File: config.mk
export PLATFORM = sky130hd
export DESIGN_NAME = mac_tx_fcs_insert
export DESIGN_NICKNAME = d
export VERILOG_FILES = /design/src/rtl/mac_tx_fcs_insert_pkg.sv /design/src/rtl/mac_tx_fcs_insert_lfsr.sv /design/src/rtl/mac_tx_fcs_insert.sv
export SDC_FILE = /design/constraint.sdc
export NUM_CORES = 1
export LEC_CHECK = 0
export BUFFER_PORTS_ARGS = -buffer_cell sky130_fd_sc_hd__buf_2
export CORE_MARGIN = 1.5
export CORE_UTILIZATION = 62
export CTS_BUF_LIST = sky130_fd_sc_hd__clkbuf_8
export CTS_CLUSTER_SIZE = 14
export DETAILED_ROUTE_END_ITERATION = 10
export PLACE_DENSITY = 0.92
export SLEW_MARGIN = 20
export SYNTH_ARGS = -nofsm -noshare
export SYNTH_HDL_FRONTEND = slang
export SYNTH_SLANG_ARGS = --single-unit
File: constraint.sdc
create_clock -name clk -period 3.9 [get_ports clk]
set_clock_uncertainty 0.2 [all_clocks]
set_input_delay 0.195 -clock clk [delete_from_list [all_inputs] [get_ports clk]]
set_output_delay 0.195 -clock clk [all_outputs]
set_load 0.05 [all_outputs]
File: src/rtl/mac_tx_fcs_insert_pkg.sv
// rtl/mac_tx_fcs_insert_pkg.sv - shared MAC constants, TX FCS state type and bit-reverse helper
package mac_tx_fcs_insert_pkg;

  localparam logic [31:0] CRC32_POLY   = 32'h04C11DB7;
  localparam logic [31:0] CRC32_INIT   = 32'hFFFFFFFF;
  localparam logic [31:0] CRC32_XOROUT = 32'hFFFFFFFF;

  localparam int ETH_MIN_FRAME_LEN = 60;
  localparam int ETH_FCS_LEN       = 4;

  typedef enum logic [1:0] {
    IDLE,
    DATA,
    PAD,
    FCS
  } tx_fcs_state_t;

  function automatic logic [31:0] bit_reverse32(input logic [31:0] v);
    logic [31:0] r;
    r = '0;
    for (int i = 0; i < 32; i++) begin
      r[i] = v[31-i];
    end
    return r;
  endfunction

endpackage

File: src/rtl/mac_tx_fcs_insert_lfsr.sv
// rtl/mac_tx_fcs_insert_lfsr.sv - mac_lfsr: 32-bit Galois LFSR, DATA_WIDTH bits per step
// REVERSE=1 shifts LSB-first with the reflected polynomial (Ethernet bit order).
module mac_lfsr
  import mac_tx_fcs_insert_pkg::*;
#(
  parameter logic [31:0] LFSR_POLY   = CRC32_POLY,
  parameter logic [31:0] LFSR_INIT   = CRC32_INIT,
  parameter logic [31:0] LFSR_XOROUT = CRC32_XOROUT,
  parameter bit          REVERSE     = 1'b1,
  parameter int          DATA_WIDTH  = 8
) (
  input  logic                  i_clk,
  input  logic                  i_rst,
  input  logic [DATA_WIDTH-1:0] i_data,
  input  logic                  i_data_valid,
  output logic [31:0]           o_lfsr_state
);

  localparam logic [31:0] POLY_EFF = REVERSE ? bit_reverse32(LFSR_POLY) : LFSR_POLY;

  logic [31:0] r_state;
  logic [31:0] w_next;
  logic        w_fb;

  always_comb begin
    w_next = r_state;
    w_fb   = 1'b0;
    for (int i = 0; i < DATA_WIDTH; i++) begin
      if (REVERSE) begin
        w_fb   = w_next[0] ^ i_data[i];
        w_next = {1'b0, w_next[31:1]} ^ (w_fb ? POLY_EFF : 32'h0);
      end else begin
        w_fb   = w_next[31] ^ i_data[DATA_WIDTH-1-i];
        w_next = {w_next[30:0], 1'b0} ^ (w_fb ? POLY_EFF : 32'h0);
      end
    end
  end

  always_ff @(posedge i_clk) begin
    if (i_rst) begin
      r_state <= LFSR_INIT;
    end else if (i_data_valid) begin
      r_state <= w_next;
    end
  end

  assign o_lfsr_state = r_state ^ LFSR_XOROUT;

endmodule

File: src/rtl/mac_tx_fcs_insert.sv
// rtl/mac_tx_fcs_insert.sv - TX MAC stage: optional zero pad to minimum length, then 4-byte FCS
// Padding (PAD state and byte counter) is built only when MAC_TX_FCS_PAD_EN is defined.
module mac_tx_fcs_insert
  import mac_tx_fcs_insert_pkg::*;
#(
  parameter int MIN_FRAME_LEN = ETH_MIN_FRAME_LEN,
  parameter int CNT_WIDTH     = 6
) (
  input  logic       clk,
  input  logic       rst,
  input  logic [7:0] s_axis_tdata,
  input  logic       s_axis_tvalid,
  output logic       s_axis_tready,
  input  logic       s_axis_tlast,
  input  logic       s_axis_tuser,
  output logic [7:0] m_axis_tdata,
  output logic       m_axis_tvalid,
  input  logic       m_axis_tready,
  output logic       m_axis_tlast,
  output logic       m_axis_tuser
);

  localparam logic [1:0] LAST_IDX = 2'(ETH_FCS_LEN - 1);

  generate
    if ((1 << CNT_WIDTH) <= MIN_FRAME_LEN) begin : g_bad_cfg
      $error("CNT_WIDTH too small for MIN_FRAME_LEN");
    end
  endgenerate

  tx_fcs_state_t r_state, w_state_next;
  logic [1:0]    r_fcs_idx, w_idx_next;
  logic          r_err;
  logic [7:0]    r_tdata;
  logic          r_tvalid, r_tlast, r_tuser;

  logic          w_adv, w_in_fire;
  logic          w_load, w_last, w_user;
  logic [7:0]    w_byte, w_fcs_byte;
  logic          w_crc_adv, w_crc_reload, w_latch_err;
  logic [31:0]   w_crc;

  assign w_adv         = m_axis_tready || !r_tvalid;
  assign s_axis_tready = w_adv && ((r_state == IDLE) || (r_state == DATA));
  assign w_in_fire     = s_axis_tvalid && s_axis_tready;
  assign w_fcs_byte    = w_crc[{r_fcs_idx, 3'b000} +: 8] ^ {8{r_err}};

`ifdef MAC_TX_FCS_PAD_EN
  localparam logic [CNT_WIDTH-1:0] MIN_CNT = CNT_WIDTH'(MIN_FRAME_LEN);

  logic [CNT_WIDTH-1:0] r_cnt, w_cnt_inc, w_cnt_next;

  assign w_cnt_inc = (r_cnt == '1) ? r_cnt : r_cnt + 1'b1;

  always_ff @(posedge clk) begin
    if (rst) begin
      r_cnt <= '0;
    end else begin
      r_cnt <= w_cnt_next;
    end
  end
`endif

  always_ff @(posedge clk) begin
    if (rst) begin
      r_state <= IDLE;
    end else begin
      r_state <= w_state_next;
    end
  end

  always_comb begin
    w_state_next = r_state;
    w_idx_next   = r_fcs_idx;
    w_load       = 1'b0;
    w_byte       = 8'h00;
    w_last       = 1'b0;
    w_user       = 1'b0;
    w_crc_adv    = 1'b0;
    w_crc_reload = 1'b0;
    w_latch_err  = 1'b0;
`ifdef MAC_TX_FCS_PAD_EN
    w_cnt_next   = r_cnt;
`endif
    case (r_state)
      IDLE, DATA: begin
        if (w_in_fire) begin
          w_load       = 1'b1;
          w_byte       = s_axis_tdata;
          w_crc_adv    = 1'b1;
          w_state_next = DATA;
`ifdef MAC_TX_FCS_PAD_EN
          w_cnt_next   = w_cnt_inc;
`endif
          if (s_axis_tlast) begin
            w_latch_err  = 1'b1;
            w_idx_next   = '0;
            w_state_next = FCS;
`ifdef MAC_TX_FCS_PAD_EN
            if (w_cnt_inc < MIN_CNT) begin
              w_state_next = PAD;
            end
`endif
          end
        end
      end
`ifdef MAC_TX_FCS_PAD_EN
      PAD: begin
        if (w_adv) begin
          w_load     = 1'b1;
          w_crc_adv  = 1'b1;
          w_cnt_next = w_cnt_inc;
          if (w_cnt_inc == MIN_CNT) begin
            w_state_next = FCS;
          end
        end
      end
`endif
      FCS: begin
        if (w_adv) begin
          w_load = 1'b1;
          w_byte = w_fcs_byte;
          if (r_fcs_idx == LAST_IDX) begin
            w_last       = 1'b1;
            w_user       = r_err;
            w_crc_reload = 1'b1;
            w_state_next = IDLE;
`ifdef MAC_TX_FCS_PAD_EN
            w_cnt_next   = '0;
`endif
          end else begin
            w_idx_next = r_fcs_idx + 1'b1;
          end
        end
      end
      default: w_state_next = IDLE;
    endcase
  end

  always_ff @(posedge clk) begin
    if (rst) begin
      r_fcs_idx <= '0;
      r_err     <= 1'b0;
      r_tdata   <= 8'h00;
      r_tvalid  <= 1'b0;
      r_tlast   <= 1'b0;
      r_tuser   <= 1'b0;
    end else begin
      r_fcs_idx <= w_idx_next;
      if (w_latch_err) begin
        r_err <= s_axis_tuser;
      end
      if (w_adv) begin
        r_tvalid <= w_load;
        r_tlast  <= w_last;
        r_tuser  <= w_user;
        if (w_load) begin
          r_tdata <= w_byte;
        end
      end
    end
  end

  // CRC restarts right after the last FCS byte so a back-to-back frame sees a fresh seed.
  mac_lfsr #(
    .LFSR_POLY  (CRC32_POLY),
    .LFSR_INIT  (CRC32_INIT),
    .LFSR_XOROUT(CRC32_XOROUT),
    .REVERSE    (1'b1),
    .DATA_WIDTH (8)
  ) u_crc (
    .i_clk       (clk),
    .i_rst       (rst || w_crc_reload),
    .i_data      (w_byte),
    .i_data_valid(w_crc_adv),
    .o_lfsr_state(w_crc)
  );

  assign m_axis_tdata  = r_tdata;
  assign m_axis_tvalid = r_tvalid;
  assign m_axis_tlast  = r_tlast;
  assign m_axis_tuser  = r_tuser;

endmodule

### After elaboration in Yosys (flattened, before gate mapping)

Cells that the tools add are included.
Widths: inputs -> output; s select.

* memory bits (writable): 0
* memories kept: 0
* output and inout bits: 12
* input port bits: 14
* memory bits (read-only): 0
* flip-flop bits (word level): 48
* latch bits: 0
* logic and storage cells: 82

* divide/modulo/power cells: 0
* order comparisons: 0
* bitwise operators: 18
* reductions and logical operators: 12
* multiply operators: 0
* add/sub/neg operators: 1
* muxes and demuxes: 34
* shift-type cells: 1
* equality and inequality tests: 8

Operators with widths (number)
* $mux 32: 8
* $xor 31x32->32: 8
* $not 32->32: 1
* $shiftx 32x6->8: 1
* $mux 2: 8
* $mux 8: 2
* $pmux 8 s2: 1
* $mux 1: 12
* $ne 2x2->1 const B: 5
* $pmux 2 s2: 2
* $xor 1x1->1: 8
* $xor 8x8->8: 1
* $reduce_and 5->1: 1
* $eq 2x2->1 const B: 2
* $logic_or 1x1->1: 3
* $reduce_and 3->1: 1
* $add 2x1->2 const B: 1
* $eq 2x1->1 const B: 1
* $logic_and 1x1->1: 2
* $logic_not 2->1: 1
* $pmux 1 s2: 1
* $reduce_and 2->1: 1
* $reduce_bool 2->1: 1
* $reduce_or 2->1: 1
* $logic_not 1->1: 1

### Depth between registers and ports, before layout

Gate-level depths: netlist of run 1.

* word-level depth: 30
* mapped depth: 10
* depth with buffers taken out: 8

### Modules after synthesis

Synthesis of run 1 repeated with hierarchy kept, for this count alone.

* cell total of the unflattened synthesis: 321
* area total of the unflattened synthesis: 3061.7 µm²

Modules (own cells, without submodules)
* mac_lfsr: seq. area each 640.6 µm², instances 1, area each 1980.6 µm², cells an instance 210
* mac_tx_fcs_insert: seq. area each 320.3 µm², instances 1, area each 1081.0 µm², cells an instance 111

### Worst setup path before layout of run 1

OpenSTA, ideal clock, no wires.

* path type: register -> register
* start point: register r_tvalid (netlist: m_axis_tvalid)
* end point: register u_crc.r_state[25]
* setup slack: 1072 ps
* library setup time: 70 ps
* period minus slack after synthesis: 2828 ps
* arrival: 2559 ps
* path buffers: 2
* data required time: 3630 ps
* cell stages (with the launch flop): 11
* cell sequence: dfxtp_1 -> nor2b_1 -> buf_2 -> nor2_1 -> buf_2 -> a22oi_2 -> xnor2_2 -> xnor2_2 -> xor2_1 -> xor3_1 -> a21oi_1

* longest elaborated chain between the ends: 18
* elaborated cells on any way between the ends: 32
* those cells by class: 13 x mux; 14 x bitwise; 5 x reduce/logical

RTL lines
* start: declaration: RTL line mac_tx_fcs_insert.sv:35 `logic r_tvalid, r_tlast, r_tuser;`
* start signal: assignment: RTL line mac_tx_fcs_insert.sv:154 `r_tvalid <= w_load;`
* $logic_not 1->1 *: RTL line mac_tx_fcs_insert.sv:43 `assign w_adv = m_axis_tready || !r_tvalid;`
* $logic_or 1x1->1 *: RTL line mac_tx_fcs_insert.sv:43
* $logic_and 1x1->1: RTL line mac_tx_fcs_insert.sv:44 `assign s_axis_tready = w_adv && ((r_state == IDLE) || (r_state == DATA));`
* $logic_and 1x1->1: RTL line mac_tx_fcs_insert.sv:45 `assign w_in_fire = s_axis_tvalid && s_axis_tready;`
* $mux 8: RTL line mac_tx_fcs_insert.sv:87 `if (w_in_fire) begin`
* $pmux 8 s2: RTL line mac_tx_fcs_insert.sv:85 `case (r_state)`
* $xor 1x1->1: RTL line mac_tx_fcs_insert_lfsr.sv:30 `w_fb = w_next[0] ^ i_data[i];`
* $mux 32: RTL line mac_tx_fcs_insert_lfsr.sv:31 `w_next = {1'b0, w_next[31:1]} ^ (w_fb ? POLY_EFF : 32'h0);`
* $xor 31x32->32 (6 in series): RTL line mac_tx_fcs_insert_lfsr.sv:31
* $xor 1x1->1: RTL line mac_tx_fcs_insert_lfsr.sv:30
* $mux 32: RTL line mac_tx_fcs_insert_lfsr.sv:31
* $xor 31x32->32 (2 in series): RTL line mac_tx_fcs_insert_lfsr.sv:31
* end signal: assignment: RTL line mac_tx_fcs_insert_lfsr.sv:43 `r_state <= w_next;`
* end: declaration: RTL line mac_tx_fcs_insert_lfsr.sv:21 `logic [31:0] r_state;`

Mark *: on every way between the ends. The rest lies on a longest branch, timed or not.
A chain may end at the register's enable or synchronous reset.

### Worst setup path after layout of run 1

* start point: register r_fcs_idx[1]
* end point: register u_crc.r_state[25]

* longest elaborated chain between the ends: 16
* elaborated cells on any way between the ends: 29
* those cells by class: 1 x eq/ne; 1 x shift; 11 x mux; 15 x bitwise; 1 x reduce/logical

RTL lines
* start: declaration: RTL line mac_tx_fcs_insert.sv:32 `logic [1:0] r_fcs_idx, w_idx_next;`
* start signal: assignment: RTL line mac_tx_fcs_insert.sv:149 `r_fcs_idx <= w_idx_next;`
* $shiftx 32x6->8: RTL line mac_tx_fcs_insert.sv:46 `assign w_fcs_byte = w_crc[{r_fcs_idx, 3'b000} +: 8] ^ {8{r_err}};`
* $xor 8x8->8: RTL line mac_tx_fcs_insert.sv:46
* $mux 8: RTL line mac_tx_fcs_insert.sv:120 `if (w_adv) begin`
* $pmux 8 s2: RTL line mac_tx_fcs_insert.sv:85
* $xor 1x1->1: RTL line mac_tx_fcs_insert_lfsr.sv:30
* $mux 32: RTL line mac_tx_fcs_insert_lfsr.sv:31
* $xor 31x32->32 (6 in series): RTL line mac_tx_fcs_insert_lfsr.sv:31
* $xor 1x1->1: RTL line mac_tx_fcs_insert_lfsr.sv:30
* $mux 32: RTL line mac_tx_fcs_insert_lfsr.sv:31
* $xor 31x32->32 (2 in series): RTL line mac_tx_fcs_insert_lfsr.sv:31

Several ways; a longest one is shown, not always the timed one.

==> results.py, run 1 <==
metrics = {
    "status": {
        "status": "completed",
    },
    "timing": {
        "finalSetupViolCount": 0,
        "period_share_pct": 86.8,
        "hold_viol_final": 0,
        "fin_ws_ns": 0.516,
        "rsz0062_at_grt": "false",
        "layout_min_cycle_time_ns": 3.38,
        "setup_tns_ns": 0,
        "tightestPinTransition_ns": 0.742,
        "drv_slew": 0,
        "max_freq_mhz": 296,
        "relSlewSlack_pct": 50.6,
    },
    "layout": {
        "layout_common_cells": "dfxtp_1 (48), xnor2_1 (45), nand2_1 (37)",
        "diodes": 0,
        "drive_gt1_share_pct": 24.3,
        "layout.cells.non_filler": 357,
        "fill_cells": 316,
        "final_common_cell": "dfxtp_1",
        "area_growth_pct": 9.65,
        "fin_nets": 319,
    },
    "pwr": {
        "internal_power_mw": 1.44,
        "power_switching_mw": 0.920,
        "pwr_density_cell_nw_per_um2": 749,
        "pwr-share-clk_pct": 16.8,
        "seqPwrFrac_pct": 30.0,
        "comb_power_share_pct": 53.1,
        "swShare_pct": 38.9,
        "p_leak_nw": 1.20,
        "irDropWorstVdd_v": 0.000398,
    },
    "setup_path": {
        "critical_path.startpoint_type": "flip-flop",
        "r2r_start": "r_fcs_idx[1]",
        "critical_path_class": "flip-flop to flip-flop",
        "regToRegEndpoint": "u_crc.r_state[25]",
        "end_kind": "flip-flop",
        "critPathRequiredTime_ns": 3.95,
        "regToRegSetupSlack_ns": 0.52,
        "rr_worst_depth": 8,
        "cp_max_fo": 11,
        "crit_arrival_ns": 3.43,
    },
    "synthesis": {
        "synth_xor_area_share_pct": 32.0,
        "syn_area_um2": 2880,
        "synth_compound_gate_area_share_pct": 15.9,
        "synth_nets": 299,
        "yosys.area_share.simple_pct": 9.04,
        "ys_ff_latch": 48,
        "postSynthAreaPerCell_um2": 10.1,
        "synthAdderAreaFrac_pct": 0.435,
        "synth_top_family_by_area": "XOR/XNOR gates",
        "ys.warnings.count": 0,
        "syn-instance-count": 284,
        "synthMuxAreaShare_pct": 6.61,
        "yosysSeqAreaShare_pct": 33.4,
        "netlist-cell-type-count": 31,
    },
    "place": {
        "port_buffers": 25,
        "pre_cts_slack_ns": 0.511,
        "place_hpwl_um": 4220,
        "finalWeightedCongestion": 0.835,
        "dp.cells": 347,
    },
    "global_routing": {
        "grt_pass1_wl_um": 10500,
        "grt_use_total_pct": 27.3,
        "grt_max_degree": 55,
        "grt_pass1_vias": 2065,
        "gr-total-overflow": 0,
        "antenna_found_initial": 0,
    },
    "routing": {
        "via_per_inst": 6.02,
        "firstDrtPassIters": 4,
        "drcViolationCount": 0,
        "vias": 2150,
        "wl_per_cell_um": 17.8,
        "wl_um": 6370,
        "drtIter0Drc": 168,
        "antenna_left": 0,
    },
    "hold_path": {
        "hp-class": "input pin to flip-flop",
        "whs_path_depth": 3,
        "hold_start": "s_axis_tdata[7]",
        "min_to": "m_axis_tdata[7]",
    },
    "floorplan": {
        "coreArea_um2": 4410,
        "dieWidth_um": 71.1,
        "dieArea_um2": 5060,
        "start_util_pct": 65.2,
        "io_pins": 26,
        "rows": 24,
        "die_h_um": 71.1,
    },
    "clocking": {
        "cts_buffers": 5,
        "cts.sinks": 48,
        "clockBufferDepth": 2,
        "insertion_delay_ns": 0.31,
        "cts-root-buf": "clkbuf_8",
        "htreeDepth": 2,
        "post-cts-setup-buffers": 0,
        "postCtsResizedCells": 0,
        "cts.reportedPaths.clkPinSlew_ns": 0.09,
        "cts_tree": "yes",
    },
    "run": {
        "maxCapViolations": 0,
    },
}
## metrics by stage
stage	utilization, %	cell area, um2	power (mW)	hold WS [ns]
2_1_floorplan	-	2880	1.76	0.143
3_3_place_gp	68.1	3010	1.91	0.239
3_5_place_dp	68.1	3010	1.94	0.245
4_1_cts	71.5	3150	2.36	0.00987
5_1_grt	71.5	3160	2.49	0.0367
6_report	71.5	3160	2.36	0.0158
## flip-flops by register name (all words and copies together) (netlist names)
name           cells
r_err              1
m_axis_tlast       1
r_fcs_idx          2
m_axis_tdata       8
m_axis_tvalid      1
m_axis_tuser       1
r_state            2
u_crc.r_state     32
## area by class of cell
| class | count | area (um2) | share of cell area [%] |
|---|---|---|---|
| timing repair buffer | 29 | 160 | 5.07 |
| tap | 52 | 65.1 | 2.06 |
| multi-input combinational | 220 | 1840 | 58.4 |
| sequential | 48 | 961 | 30.4 |
| clock inverter | 1 | 30.0 | 0.951 |
| clock buffer | 7 | 96.3 | 3.05 |
## what timing repair did
item	in CTS	in global routing
setup endpoints to repair	0	0
hold buffers	2	0
endpoints found under the hold margin	1	0
## Yosys cell counts, drive strengths merged
| cell | n | share of area (%) |
|---|---|---|
| nor2b | 1 | 0.22 |
| xor3 | 1 | 0.83 |
| mux2i | 1 | 0.35 |
| mux4 | 8 | 6.3 |
| xnor2 | 64 | 26 |
| nand3 | 4 | 0.70 |
| nor2 | 13 | 2.0 |
| o211ai | 16 | 4.2 |
| clkbuf | 9 | 1.2 |
| dfxtp | 48 | 33 |
| nand2b | 2 | 0.43 |
| nand2 | 37 | 4.8 |
| xor2 | 14 | 5.2 |
| o21ai | 9 | 1.6 |
| a21o | 2 | 0.52 |
| nor3 | 4 | 0.70 |
| nand4 | 1 | 0.22 |
| a22oi | 10 | 4.0 |
| o21a | 1 | 0.26 |
| ha | 1 | 0.43 |
| buf | 7 | 1.5 |
| a21oi | 31 | 5.4 |
## how the worst max path moves through the flow
stage / start / to / slack [ns] / cells past startpoint
6_report: r_fcs_idx[1] / u_crc.r_state[25] / 0.52 / 8
5_1_grt: r_fcs_idx[1] / u_crc.r_state[25] / 0.30 / 8
4_1_cts: r_fcs_idx[1] / u_crc.r_state[25] / 0.48 / 8
3_5_place_dp: r_fcs_idx[1] / u_crc.r_state[25] / 0.51 / 8
3_3_place_gp: r_fcs_idx[1] / u_crc.r_state[25] / 0.72 / 8
2_1_floorplan: m_axis_tvalid / u_crc.r_state[25] / 1.07 / 10
## power groups by stage
stage | Combinational, mW | Clock [mW] | Sequential (mW)
finish | 1.26 | 0.398 | 0.710
floorplan | 1.05 | 0 | 0.711
CTS | 1.26 | 0.401 | 0.706
detailed placement | 1.23 | 0 | 0.718
global placement | 1.20 | 0 | 0.711
global route | 1.35 | 0.419 | 0.721
## cells by family after synthesis
group / count (synthesis)
compound gates: 69
xor+xnor: 79
fa+ha+maj: 1
buf+inv: 16
flops: 48
mux: 9
simple gates: 62
## critical path: stages, from the launching register on
cell     delay [ns]
dfxtp_1        0.78
mux4_2         0.60
xnor2_1        0.21
a22oi_2        0.11
xnor2_2        0.46
xnor2_2        0.21
xor2_1         0.35
xor3_1         0.28
a21oi_1        0.12
## routing by layer
layer / vias up / part of all wire [%] / track usage (%)
met5: - / 0 / 0
met4: 0 / 2.5 / 13.0
met3: 21 / 7.2 / 5.84
met2: 105 / 50 / 43.9
met1: 1010 / 41 / 34.9
li1: 1014 / - / -
Power figures use the tool's default switching activity.
==> inputs of run 2 (changes only) <==
CORE_UTILIZATION = 56   (was 62)
PLACE_DENSITY = 0.88   (was 0.92)
clock period = 2.97 ns   (was 3.9 ns; I/O delays follow)
==> results.py, run 2 (synthesized netlist as in run 1, its figures left out) <==
metrics = {
    "routing": {
        "via_per_inst": 6.14,
        "vias": 2493,
        "antenna_left": 0,
        "firstDrtPassIters": 5,
        "wl_um": 8460,
        "wl_per_cell_um": 20.8,
        "drtIter0Drc": 292,
        "drcViolationCount": 0,
    },
    "layout": {
        "layout_common_cells": "dfxtp_1 (47), xnor2_1 (45), nand2_1 (37)",
        "drive_gt1_share_pct": 31.6,
        "fin_util_pct": 73.2,
        "regMostFlops": "u_crc.r_state",
        "diodes": 0,
        "largest_reg_flops": 32,
        "final_common_cell": "dfxtp_1",
        "fin_nets": 353,
        "area_growth_pct": 23.3,
    },
    "timing": {
        "layout_min_cycle_time_ns": 3.09,
        "tightestPinTransition_ns": 0.637,
        "max_freq_mhz": 324,
        "finalSetupViolCount": 6,
        "hold_viol_final": 0,
        "relSlewSlack_pct": 57.5,
        "whs_ns": 0.0140,
        "drv_slew": 0,
        "period_share_pct": 104,
        "fin_ws_ns": -0.117,
    },
    "place": {
        "pre_cts_slack_ns": -0.00666,
        "finalWeightedCongestion": 0.844,
        "port_buffers": 25,
        "place_hpwl_um": 4640,
    },
    "clocking": {
        "htreeDepth": 2,
        "clockBufferDepth": 2,
        "cts-root-buf": "clkbuf_8",
        "cts_tree": "yes",
        "cts.sinks": 48,
        "insertion_delay_ns": 0.31,
        "cts_buffers": 5,
        "cts.reportedPaths.clkPinSlew_ns": 0.10,
    },
    "pwr": {
        "pwr_density_cell_nw_per_um2": 990,
        "irDropWorstVdd_v": 0.000522,
        "p_leak_nw": 1.37,
    },
    "setup_path": {
        "slowest_stage": "dfxtp_1",
        "crit_buf_inv": 2,
        "end_kind": "flip-flop",
        "critPathRequiredTime_ns": 2.94,
        "critical_path.startpoint_type": "flip-flop",
        "critical_path_class": "flip-flop to flip-flop",
        "crit_arrival_ns": 3.06,
        "cpPeakStageDelay_ns": 0.52,
        "cp_max_fo": 6,
        "worstPathCellList": "buf_4 -> mux4_2 -> xnor2_1 -> a22oi_2 -> xnor2_4 -> xor2_4 -> buf_4 -> xnor2_4 -> xnor2_1 -> o21ai_1",
        "crit_family": "XOR/XNOR gates",
    },
    "floorplan": {
        "start_util_pct": 59.4,
        "dieArea_um2": 5580,
        "coreArea_um2": 4850,
        "die_h_um": 74.7,
        "dieWidth_um": 74.7,
        "rows": 25,
        "io_pins": 26,
    },
    "status": {
        "violations": "negative setup slack",
        "status": "finished with violations",
    },
    "global_routing": {
        "grt_pass1_wl_um": 10800,
        "gr-total-overflow": 0,
        "grt_pass1_vias": 2250,
        "antenna_found_initial": 0,
        "grt_use_total_pct": 26.3,
        "grt_max_degree": 25,
    },
    "run": {
        "maxCapViolations": 0,
    },
    "hold_path": {
        "hp-class": "input pin to flip-flop",
    },
}
-- run 2: cell types whose count changed in the layout (fill, tap and decap cells not counted), sizes merged --
cell	delta
buf	+30
bufinv	-1
clkinvlp	+2
dlygate4sd3	+4
clkbuf	-1
-- run 2: what timing repair did --
action | 4_1_cts | 5_1_grt
setup endpoints to repair | 2 | 16
setup buffers | 0 | 15
pin swaps | 0 | 7
hold endpoints to repair | 5 | 0
gates resized for setup | 2 | 12
hold buffers | 6 | 0
-- run 2: layout make-up --
type	instances	area, um2
multi-input combinational	220	1970
fill	283	1300
sequential	48	962
timing repair buffer	63	442
tap	67	83.8
clock buffer	6	82.6
clock inverter	2	15.0
-- run 2: per-layer routing --
layer	GRT usage (%)	vias up	share of wire, %
li1	-	1087	-
met4	7.68	0	4.4
met5	0	-	0
met3	5.35	43	7.8
met1	30.5	1190	37
met2	48.9	173	50
-- run 2: power breakdown --
group	internal (mW)	leakage, nW	switching (mW)	total [mW]
clock network	0.189	0.0434	0.234	0.423
logic	1.08	0.930	1.05	2.13
registers	0.781	0.398	0.184	0.965
total	2.05	1.37	1.46	3.52
-- run 2: final timing paths --
path	slack, ns	cells past startpoint	to	from
worst max-delay path	-0.12	10	u_crc.r_state[22]	r_fcs_idx[0]
worst min-delay path	0.01	3	m_axis_tvalid	m_axis_tready
worst max register to register	-0.12	10	u_crc.r_state[22]	r_fcs_idx[0]
worst min register to register	0.26	2	m_axis_tdata[7]	m_axis_tdata[7]
-- run 2: worst reg2reg max path: stages, from the launching register on --
cell	delay, ns
dfxtp_1	0.52
buf_4	0.22
mux4_2	0.33
xnor2_1	0.24
a22oi_2	0.16
xnor2_4	0.39
xor2_4	0.23
buf_4	0.18
xnor2_4	0.09
xnor2_1	0.25
o21ai_1	0.15
-- run 2: metrics by stage --
stage | setup TNS (ns) | power [mW] | instance area [um2] | instances
after floorplan | 0 | 2.31 | 2880 | 284
after global placement | 0 | 2.56 | 3140 | 377
after detailed placement | -0.00666 | 2.62 | 3140 | 377
after CTS | -0.0273 | 3.07 | 3320 | 391
after global routing | -0.980 | 3.68 | 3550 | 406
final | -0.157 | 3.52 | 3550 | 406
